[src/rtl/ifetch8.sv]
// Two-byte instruction fetch unit: opcode then operand, held until the decoder
// takes it. MEM_ADDR follows the external PC, and INC advances that PC.
module ifetch8 (
  input  logic        CLK,
  input  logic        RST,
  input  logic [7:0]  PC,
  output logic        INC,
  output logic [7:0]  MEM_ADDR,
  output logic        MEM_REQ,
  input  logic        MEM_ACK,
  input  logic [7:0]  MEM_DATA,
  output logic [15:0] IR,
  output logic        IR_VALID,
  input  logic        IR_READY,
  input  logic        FLUSH,
  output logic [7:0]  FETCH_CNT
);

  typedef enum logic [1:0] {
    OP_REQ  = 2'd0,
    ARG_REQ = 2'd1,
    HOLD    = 2'd2
  } state_e;

  state_e      state_q, state_d;
  logic [15:0] ir_q, ir_d;
  logic        ir_valid_q, ir_valid_d;
  logic [7:0]  cnt_q, cnt_d;
  logic        req;
  logic        take;

  assign MEM_ADDR  = PC;
  assign req       = (state_q != HOLD) & ~RST;
  assign MEM_REQ   = req;
  assign take      = req & MEM_ACK & ~FLUSH;
  assign INC       = take & ~RST;
  assign IR        = ir_q;
  assign IR_VALID  = ir_valid_q;
  assign FETCH_CNT = cnt_q;

  // FLUSH wins over byte acceptance and over the decoder handshake
  always_comb begin
    state_d    = state_q;
    ir_d       = ir_q;
    ir_valid_d = ir_valid_q;
    cnt_d      = cnt_q;
    if (FLUSH) begin
      state_d    = OP_REQ;
      ir_valid_d = 1'b0;
    end else begin
      unique case (state_q)
        OP_REQ: begin
          if (MEM_ACK) begin
            ir_d[15:8] = MEM_DATA;
            state_d    = ARG_REQ;
          end
        end
        ARG_REQ: begin
          if (MEM_ACK) begin
            ir_d[7:0]  = MEM_DATA;
            ir_valid_d = 1'b1;
            state_d    = HOLD;
          end
        end
        HOLD: begin
          if (ir_valid_q && IR_READY) begin
            ir_valid_d = 1'b0;
            cnt_d      = cnt_q + 8'd1;
            state_d    = OP_REQ;
          end
        end
        default: begin
          state_d    = OP_REQ;
          ir_valid_d = 1'b0;
        end
      endcase
    end
  end

  always_ff @(posedge CLK) begin
    if (RST) begin
      state_q    <= OP_REQ;
      ir_q       <= 16'h0000;
      ir_valid_q <= 1'b0;
      cnt_q      <= 8'h00;
    end else begin
      state_q    <= state_d;
      ir_q       <= ir_d;
      ir_valid_q <= ir_valid_d;
      cnt_q      <= cnt_d;
    end
  end

endmodule
[config.mk]
export PLATFORM = sky130hd
export DESIGN_NAME = ifetch8
export DESIGN_NICKNAME = d
export VERILOG_FILES = /design/src/rtl/ifetch8.sv
export SDC_FILE = /design/constraint.sdc
export NUM_CORES = 1
export LEC_CHECK = 0
export BUFFER_PORTS_ARGS = -buffer_cell sky130_fd_sc_hd__buf_4
export CAP_MARGIN = 5
export CORE_MARGIN = 1
export CORE_UTILIZATION = 45
export CTS_CLUSTER_SIZE = 14
export DETAILED_ROUTE_END_ITERATION = 8
export GPL_TIMING_DRIVEN = 0
export PLACE_DENSITY = 0.87
export RECOVER_POWER = 25
export SLEW_MARGIN = 40
export SYNTH_ARGS = -nofsm -noshare
export SYNTH_HDL_FRONTEND = slang
export SYNTH_SLANG_ARGS = --single-unit
[constraint.sdc]
create_clock -name CLK -period 2.9 [get_ports CLK]
set_input_delay 0.29 -clock CLK [delete_from_list [all_inputs] [get_ports CLK]]
set_output_delay 0.29 -clock CLK [all_outputs]
set_load 0.1 [all_outputs]
==> flow_metrics.env <==
export IMPL_status="finished clean"
export IMPL_maxClockFrequency_ghz=0.518
export IMPL_critPathBufInv=2
export IMPL_floorplan_initialDensity_pct=47.7
export IMPL_xor_xnor_share_of_the_synthesized_area_pct=0.734
export IMPL_tritoncts="yes"
export IMPL_path_class="register to output pin"
export IMPL_worst_r2r_end="FETCH_CNT[7]"
export IMPL_finalHoldWorstSlack_ns=0.212
export IMPL_crit_path_end_kind="output pin"
export IMPL_cpMaxStageDelayCell="dfxtp_1"
export IMPL_grt_first_pass_wirelength_um=4420
export IMPL_setup_worst_path_start_class="register"
export IMPL_dp_final_hpwl_um=2090
export IMPL_area_taken_by_multi_input_logic_gates_um2=556
export IMPL_cts_resized=0
export IMPL_final_fill_count=245
export IMPL_clock_root_buffer="clkbuf_4"
export IMPL_rows=18
export IMPL_mostFrequentLayoutCell="buf_4"
export IMPL_postCtsSetupBuffers=0
export IMPL_synthesized_area_divided_by_synthesized_cell_count_um2=9.04
export IMPL_via_count=1088
export IMPL_drt_total_wl_um=2650
export IMPL_final_period_minus_worst_setup_slack_ns=1.93
export IMPL_number_of_buffers_between_clock_root_and_the_deepest_sink=2
export IMPL_ys_ff_latch=27
export IMPL_crit_chain="clkbuf_1, nor2b_1, nor4b_2, buf_4"
export IMPL_post_route_cells_drive_above_1_share_pct=28.4
export IMPL_tritoncts_num_buffers=3
export IMPL_cts_hold_buffers_added=0
export IMPL_clock_latency_of_the_later_clocked_register_in_the_worst_skew_pair_ns=0.32
export IMPL_place_inst=209
export IMPL_layout_cells_non_filler=213
export IMPL_h_tree_depth=1
export IMPL_gpl_final_weighted_congestion=0.719
export IMPL_syn_to_final_growth_pct=31.2
export IMPL_grt_max_degree=15
export IMPL_synth_simple_gate_area_share_pct=24.8
export IMPL_whs_endpoint="IR[3]"
export IMPL_drt_pass1_iter_count=4
export IMPL_floorplan_die_height_um=53.5
export IMPL_finalSetupTns_ns=0
export IMPL_timing_hold_worst_start="MEM_DATA[3]"
export IMPL_crit_fanout=8
export IMPL_r2r_cells=4
export IMPL_synth_area_top_cells="dfxtp_1 45%, mux2i_1 6.7%, nand2_1 6.6%"
export IMPL_layout_cells_most_common_list="42 x buf_4, 27 x dfxtp_1, 21 x nand2_1, 20 x clkbuf_1, 15 x a21oi_1"
export IMPL_synth_compound_gate_area_share_pct=11.7
export IMPL_netlist_area_um2=1190
export IMPL_route_antenna_remaining_nets=0
export IMPL_drt_vias_per_instance=5.11
export IMPL_finish_net_count=206
export IMPL_synthesis_nets=154
export IMPL_critical_path_max_stage_delay_ns=0.33
export IMPL_insertedDiodeCount=0
export IMPL_ir_worst_vdd_mv=0.295
export IMPL_synth_ff_type="dfxtp_1"
export IMPL_worst_ep_arrival_time_ns=1.64
export IMPL_slew_headroom_pct=23.0
export IMPL_reg2reg_from="state_q[0]"
export IMPL_clock_skew_ns=0.00782
export IMPL_placeableCoreArea_um2=2500
export IMPL_hp_class="input port to register"
export IMPL_maxCapViolCount=0
export IMPL_grt_pass1_vias=1024
export IMPL_buffer_ports_inserted=47
export IMPL_post_synth_top_area_fraction_pct=45.3
export IMPL_final_setup_viol_count=0
export IMPL_design_die_area_um2=2860
export IMPL_synth_mux_area_share_pct=7.65
export IMPL_synth_cell_type_count=29
export IMPL_die_width_um=53.5
export IMPL_ratio_of_final_minimum_period_to_clock_period_pct=66.5
export IMPL_synth_area_leader_cell="dfxtp_1"
export IMPL_maxSlewViolCount=0
export IMPL_cp_required_ns=2.61
export IMPL_portion_of_the_post_synthesis_area_used_by_sequential_elements_pct=45.3
export IMPL_drc=0
export IMPL_timing_hold_violations_final=0
export IMPL_synth_top_family_by_area="simple AND/OR/NAND/NOR gates"
export IMPL_leakage_nw=0.618
export IMPL_count_of_synthesis_stage_warnings_from_yosys=0
export IMPL_post_drt_wl_per_cell_um=12.4
export IMPL_setup_reg_to_reg_worst_slack_ns=1.33
export IMPL_worst_hold_path_num_cells=3
export IMPL_groute_usage_overall_pct=21.1
export IMPL_pwr_density_cell_nw_per_um2=461
export IMPL_pin_count=56
export IMPL_worstMarginPinSlew_ns=1.16
export IMPL_initialDrtViolationCount=17
export IMPL_syn_instance_count=132
export IMPL_critical_path_top_delay_family="buffers and inverters"
export IMPL_synth_adder_area_share_pct=1.05
export IMPL_ys_async_sr_fraction_pct=0
export IMPL_regArea_um2=541
export IMPL_worst_path_stages=4
export IMPL_register_clock_pin_slew_on_the_reported_worst_setup_and_hold_paths_ns=0.14
export IMPL_grt_ovfl_total=0
export IMPL_grt_antenna_before_repair=0
export IMPL_tritoncts_num_sinks=27
export IMPL_grt_setup_unrepaired="false"
export IMPL_synth_edf_count=0
## where the power goes
group	total, mW	switching, mW	leakage [nW]	internal, mW
Combinational	0.178	0.137	0.385	0.0409
Clock	0.160	0.106	0.0150	0.0537
Sequential	0.384	0.00463	0.219	0.379
Total	0.722	0.248	0.618	0.474
## flip-flops by register name (all words and copies together), names as in the netlist
signal	cells
IR	16
IR_VALID	1
state_q	2
FETCH_CNT	8
## layer usage
layer / global-route usage, % / vias to the layer above / wire, um
li1: - / 557 / -
met1: 25.4 / 486 / 1150
met2: 37.1 / 43 / 1310
met3: 4.31 / 2 / 186
met4: 6.58 / 0 / 12
met5: 0 / - / 0
## area by class of cell
type | instances | area share, %
plain buffers | 16 | 6.31
clock buffers | 4 | 1.68
inverters | 1 | 0.240
multi-input cells | 88 | 35.5
flip-flops and latches | 27 | 34.5
well taps | 30 | 2.40
repair buffers | 47 | 19.4
## worst max-delay path by stage
stage	startpoint	end	slack [ns]
finish	state_q[0]	INC	0.97
global route	state_q[0]	INC	0.84
CTS	state_q[1]	MEM_REQ	1.09
detailed placement	RST	MEM_REQ	1.10
global placement	RST	MEM_REQ	1.15
floorplan	RST	INC	0.37
## metrics by stage
step	total power, mW	util [%]	worst slack, ns	instance area [um2]
after global routing	0.754	62.7	0.839	1570
after detailed placement	0.578	63.6	1.10	1590
after floorplan	0.533	-	0.367	1200
final	0.722	62.7	0.970	1570
after CTS	0.739	64.7	1.09	1620
after global placement	0.575	63.6	1.15	1590
## logic make-up (layout without fill, tap and decap cells)
group | count (synthesis) | in the layout
flip-flops | 27 | 27
adder cells (fa/ha/maj) | 1 | 1
XOR/XNOR | 1 | 1
AO/OA/AOI/OAI | 25 | 25
buffers and inverters | 17 | 68
AND/OR/NAND/NOR | 52 | 52
multiplexers | 9 | 9
## synthesized netlist by cell type, drive strengths merged (2+ instances only)
library cell and instances:
a211oi 2, a21oi 15, buf 11, clkbuf 5, dfxtp 27, mux2i 8
nand2 21, nand3b 3, nor2 10, nor2b 2, nor4 2, nor4b 2
o21ai 4, o31ai 4, or3 2, or4 4
## worst min-delay path, stage by stage
cell and delay (ns):
buf_4 0.08, mux2i_1 0.06, nor2_1 0.07
Power figures use the tool's default switching activity.
